`src/rtl/spi_status_responder.sv`:
```
// spi_status_responder: SPI mode-0 slave returning a header/status/counter/checksum frame on MISO
module spi_status_responder #(
  parameter logic [7:0] HEADER     = 8'hA5,
  parameter logic [7:0] CMD_STATUS = 8'h3F,
  parameter logic [7:0] FILL       = 8'hFF
) (
  input  logic       sclk,
  input  logic       reset,
  input  logic       cs_n,
  input  logic       mosi,
  input  logic       led_state,
  output logic       miso,
  output logic       miso_oe,
  output logic [7:0] last_cmd,
  output logic [7:0] frame_cnt
);
  logic       clr;
  logic [7:0] rx_shift_q, rx_shift_d, rx_word;
  logic [2:0] rx_cnt_q, rx_cnt_d;
  logic [7:0] last_cmd_q, last_cmd_d, frame_cnt_q, frame_cnt_d;
  logic       led_snap_q, led_snap_d, cmd_done;
  logic [7:0] tx_shift_q, tx_shift_d, byte1, byte3, next_byte;
  logic [2:0] tx_cnt_q, tx_cnt_d, byte_idx_q, byte_idx_d, nxt_idx;
  assign clr = reset | cs_n;
  always_comb begin
    rx_word     = {rx_shift_q[6:0], mosi};
    cmd_done    = ~cs_n && rx_cnt_q == 3'd7 && byte_idx_q == 3'd0;
    rx_shift_d  = rx_word;
    rx_cnt_d    = rx_cnt_q + 3'd1;
    last_cmd_d  = cmd_done ? rx_word : last_cmd_q;
    frame_cnt_d = cmd_done ? frame_cnt_q + 8'd1 : frame_cnt_q;
    led_snap_d  = cmd_done ? led_state : led_snap_q;
  end
  always_ff @(posedge sclk or posedge clr)
    if (clr) begin
      rx_shift_q <= '0;
      rx_cnt_q   <= '0;
    end else begin
      rx_shift_q <= rx_shift_d;
      rx_cnt_q   <= rx_cnt_d;
    end
  // Command results survive cs_n deassertion; only reset clears them.
  always_ff @(posedge sclk or posedge reset)
    if (reset) begin
      last_cmd_q  <= '0;
      frame_cnt_q <= '0;
      led_snap_q  <= 1'b0;
    end else begin
      last_cmd_q  <= last_cmd_d;
      frame_cnt_q <= frame_cnt_d;
      led_snap_q  <= led_snap_d;
    end
  always_comb begin
    byte1 = last_cmd_q == CMD_STATUS ? {7'b0011000, led_snap_q} :
            (last_cmd_q == 8'h30 || last_cmd_q == 8'h31) ? 8'h06 : 8'h15;
    byte3 = HEADER ^ byte1 ^ frame_cnt_q;
    nxt_idx = byte_idx_q + 3'd1;
    next_byte = nxt_idx == 3'd1 ? byte1 :
                nxt_idx == 3'd2 ? frame_cnt_q :
                nxt_idx == 3'd3 ? byte3 : FILL;
    tx_shift_d = tx_cnt_q == 3'd7 ? next_byte : {tx_shift_q[6:0], 1'b0};
    tx_cnt_d   = tx_cnt_q + 3'd1;
    byte_idx_d = (tx_cnt_q == 3'd7 && byte_idx_q != 3'd4) ? nxt_idx : byte_idx_q;
  end
  always_ff @(negedge sclk or posedge clr)
    if (clr) begin
      tx_shift_q <= HEADER;
      tx_cnt_q   <= '0;
      byte_idx_q <= '0;
    end else begin
      tx_shift_q <= tx_shift_d;
      tx_cnt_q   <= tx_cnt_d;
      byte_idx_q <= byte_idx_d;
    end
  assign miso      = tx_shift_q[7];
  assign miso_oe   = ~cs_n;
  assign last_cmd  = last_cmd_q;
  assign frame_cnt = frame_cnt_q;
endmodule
```
`config.mk`:
```
export PLATFORM = sky130hd
export DESIGN_NAME = spi_status_responder
export DESIGN_NICKNAME = d
export VERILOG_FILES = /design/src/rtl/spi_status_responder.sv
export SDC_FILE = /design/constraint.sdc
export NUM_CORES = 1
export LEC_CHECK = 0
export BUFFER_PORTS_ARGS = -buffer_cell sky130_fd_sc_hd__buf_2
export CAP_MARGIN = 20
export CORE_AREA = 2 2 69 71
export DETAILED_ROUTE_END_ITERATION = 12
export DIE_AREA = 0 0 71 73
export GPL_TIMING_DRIVEN = 0
export SLEW_MARGIN = 40
export SYNTH_ARGS = -nofsm -noshare
export SYNTH_HDL_FRONTEND = slang
export SYNTH_SLANG_ARGS = --single-unit
```
`constraint.sdc`:
```
create_clock -name sclk -period 2.3 [get_ports sclk]
set_input_delay 0.115 -clock sclk [delete_from_list [all_inputs] [get_ports sclk]]
set_output_delay 0.115 -clock sclk [all_outputs]
set_load 0.03 [all_outputs]
```
# Word level (Yosys, flattened, before mapping)

Cells that the tools add are included.

$mul: 0
Order comparisons: 0
Shift operators: 0
Muxes and demuxes: 6
Add/subtract/negate cells: 4
Eq/ne operators: 9
Divide/modulo/power cells: 0
Bitwise operators: 4
Reduce and logical (&&, ||, !) cells: 5

Operators by type and width:

| cell                                                                   | number |
|---|---|
| 8-bit 2-to-1 mux                                                       | 4 |
| 8-bit by 6-bit equality test with 1-bit output (second input constant) | 3 |
| 3-bit by 1-bit adder with 3-bit output (second input constant)         | 3 |
| 8-bit by 1-bit adder with 8-bit output (second input constant)         | 1 |
| 8-bit XOR                                                              | 1 |
| 3-bit by 2-bit equality test with 1-bit output (second input constant) | 2 |
| 3-bit equality test (second input constant)                            | 2 |
| 6-bit 2-to-1 mux                                                       | 1 |
| 5-bit 2-to-1 mux                                                       | 1 |
| 3-bit inverter with 4-bit output                                       | 1 |
| 3-bit by 1-bit equality test with 1-bit output (second input constant) | 1 |
| 1-bit logical AND                                                      | 3 |
| 3-bit logical NOT                                                      | 1 |
| 3-bit inequality test (second input constant)                          | 1 |
| 1-bit logical OR                                                       | 1 |
| 1-bit inverter                                                         | 1 |
| 1-bit OR                                                               | 1 |

Memories kept: 0
Latch bits: 0
Input port bits: 5
Output and inout bits: 18
Word-level logic and storage cells: 36
Bits in registers: 41
Memory bits (writable): 0
ROM bits: 0

# Logic depth before layout (Yosys ltp)

Depth in word-level cells: 10
Depth in mapped cells: 7
Mapped depth without buffers: 6

==> reports/metrics.cfg <==
[clock_tree]
cts_tree = done
clk_pin_slew_ns = 0.08
clk_latency_ns = 0.34
cts_max_path_buffers = 2
cts_root_buffer = clkbuf_8
cts_buffers = 5
clkSinkCount = 41
htree_levels = 2

[floorplan]
die_h_um = 73
num_io_pins = 23
core_mm2 = 0.004536
die_w_um = 71
dieArea_mm2 = 0.005183
rows = 25
initial_utilization = 0.3956

[global_route]
antenna_found_initial = 0
grt_max_degree = 25
grt_pass1_vias = 1335
grt_overflow = 0
grt_pass1_wl_um = 6403
grt.total_usage = 0.1625

[drt]
drtIter0Drc = 62
ant_nets = 0
route.vias.total = 1288
wirelength_um = 3668
via_per_inst = 5.111
drc_errors = 0
drt-pass1-iter-count = 4
wl_per_cell_um = 14.56

[worst_setup_path]
timing.rr.start = byte_idx_q[1]
crit_buf_inv = 3
rr_endpoint = frame_cnt[1]
crit_family = flip-flops
slowest_delay_ns = 0.36
path_cells = inv_2 -> ha_4 -> and4bb_2 -> buf_8 -> buf_8 -> mux2_2
reg2reg_depth = 6
cpMaxStageDelayCell = dfrtn_1
critPathMaxFanout = 5
worst-setup-path-type = register to register
cp_common_cell = buf_8
ff2ff_setup_slack_ns = -0.39
cp.required_ns = 2.47
startpoint_type = register
worstSetupEndpointType = register
crit_arrival_ns = 2.86

[timing]
tns_ns = -6.896
worst_pin_slew_ns = 0.7344
slew_headroom = 0.5099
fin_skew_ns = 0.06472
finalHoldViolCount = 0
rsz0062_at_grt = true
finalSetupViolations = 22
setup_ws_ns = -0.3914
slew_viol_final = 0

[layout]
area_growth_pct = 35.50
fillers = 396
antenna_cells = 0
drive_above_1_share = 0.4545
finish.utilization = 0.5360
fin_nets = 211

[yosys]
synth_cell_types = 34
synth_xor_area_frac = 0.06764
seq_area_frac_synth = 0.5746
synth-compound-area-share = 0.09554
post_synth.cell_area_avg_um2 = 12.12
yosys_warnings = 0
synthesis.nets = 162
synth_top_family_by_area = simple AND/OR/NAND/NOR gates
synth_cells = 148
syn_area_mm2 = 0.001794
synthSimpleGateAreaFrac = 0.1074
synthMuxAreaShare = 0.05649
yosys.area_share.adder = 0.06276
synth-seq-cells = 41

[placed_design]
place.gp.congestion = 0.8681
io_buffers = 22
dpl_worst_slack_ns = -0.4878
dp_hpwl_um = 2462

[status]
outcome = finished with violations
violations = negative setup slack

[power_and_ir_drop]
p_per_area_mw_per_mm2 = 578.3
total_leakage_power_nw = 1.151
power_w = 0.001406
vdd_drop_max_mv = 0.3496

[min_path]
hp-class = input pin to async pin

[flow_run]
cap_violations = 0

-- Yosys cell counts (all sizes together) --
library cell | n | area, µm²
or3 | 1 | 6.260
o211ai | 2 | 15.01
mux2 | 9 | 101.4
nand4 | 4 | 25.02
and4bb | 1 | 12.51
clkbuf | 2 | 7.510
nor2b | 2 | 12.51
a221oi | 4 | 35.03
nor3 | 3 | 15.01
buf | 3 | 15.01
a21boi | 1 | 7.510
and2 | 1 | 8.760
nor4bb | 1 | 10.01
a31oi | 3 | 18.77
a22oi | 2 | 15.01
nand3b | 1 | 7.510
xor2 | 2 | 17.52
dfrtp | 27 | 675.7
dfstp | 4 | 105.1
inv | 11 | 41.29
dfrtn | 10 | 250.2
or4 | 1 | 7.510
and4 | 1 | 10.01
o31ai | 2 | 15.01
a211oi | 2 | 15.01
and3 | 1 | 6.260
a21oi | 5 | 25.02
nand4bb | 1 | 11.26
nand2 | 7 | 26.28
o21ai | 5 | 25.02
nor2 | 9 | 33.78
xnor2 | 11 | 103.9
ha | 9 | 112.6
-- worst max path at each step --
stage | start | to | cells after the start
CTS | byte_idx_q[0] | frame_cnt[1] | 6
detailed placement | byte_idx_q[0] | frame_cnt[1] | 6
global placement | byte_idx_q[0] | last_cmd[7] | 6
global route | byte_idx_q[1] | frame_cnt[6] | 7
finish | byte_idx_q[1] | frame_cnt[1] | 6
floorplan | byte_idx_q[0] | last_cmd[1] | 6
-- timing repair --
action,in CTS,in global routing
setup buffers,11,3
hold endpoints to repair,15,0
setup endpoints to repair,22,23
hold buffers,2,0
gates cloned,1,0
pin swaps,13,6
resized for setup,11,15
-- flip-flops by register name (all words and copies together), names as in the netlist --
register,count
byte_idx_q,3
frame_cnt,8
last_cmd,8
led_snap_q,1
rx_cnt_q,3
rx_shift_q,7
tx_cnt_q,3
tx_shift_q,8
-- logic make-up after synthesis --
| logic type | count (synthesis) |
|---|---|
| compound gates | 26 |
| xor+xnor | 13 |
| fa+ha+maj | 9 |
| buf+inv | 16 |
| flops | 41 |
| mux | 9 |
| simple gates | 34 |
-- metal layers --
| metal | GRT usage | up-vias | part of all wire |
|---|---|---|---|
| li1 | - | 617 | - |
| met1 | 0.2070 | 641 | 0.43 |
| met2 | 0.2700 | 24 | 0.51 |
| met3 | 0.04696 | 6 | 0.039 |
| met4 | 0.05031 | 0 | 0.013 |
| met5 | 0 | - | 0 |
-- stage by stage --
stage / std cells / instance area (µm²) / hold slack (ns)
2_1_floorplan: 148 / 1856 / 0.04066
3_3_place_gp: 224 / 2033 / 0.2363
3_5_place_dp: 224 / 2038 / 0.2443
4_1_cts: 249 / 2340 / 0.02798
5_1_grt: 252 / 2431 / 0.05014
6_report: 252 / 2431 / 0.008556
-- report_power, final --
part,switching (W),internal (W)
logic,0.0000523,0.0000315
clock network,0.000250,0.000319
registers,0.0000140,0.000739
-- cell type report --
class | count | area, µm² | area share
buffer | 5 | 50.05 | 0.02059
clock buffer | 8 | 111.4 | 0.04581
clock inverter | 4 | 15.01 | 0.006176
inverter | 10 | 37.54 | 0.01544
multi-input combinational | 91 | 833.3 | 0.3428
sequential | 41 | 1039 | 0.4272
tap | 54 | 67.56 | 0.02779
timing repair buffer | 39 | 277.8 | 0.1143
-- placed cells by master, fill, tap and decap left out, types with 2 or more instances in the layout --
master	count
dfrtn_1	10
xnor2_1	10
buf_4	14
mux2_2	9
nand4_1	4
ha_1	8
inv_2	2
clkbuf_8	6
buf_2	22
dfstp_2	4
a31oi_1	3
dfrtp_2	6
inv_1	12
nor3_1	2
a21oi_1	5
a22oi_2	2
a221oi_2	3
o211ai_1	2
nand2_1	5
nor2_1	8
o21ai_0	4
dlygate4sd3_1	2
clkbuf_1	2
nor2b_1	2
dfrtp_1	21
nand2_4	2
buf_8	2
o31ai_1	2
No activity file was read; power rests on OpenSTA's default activity.
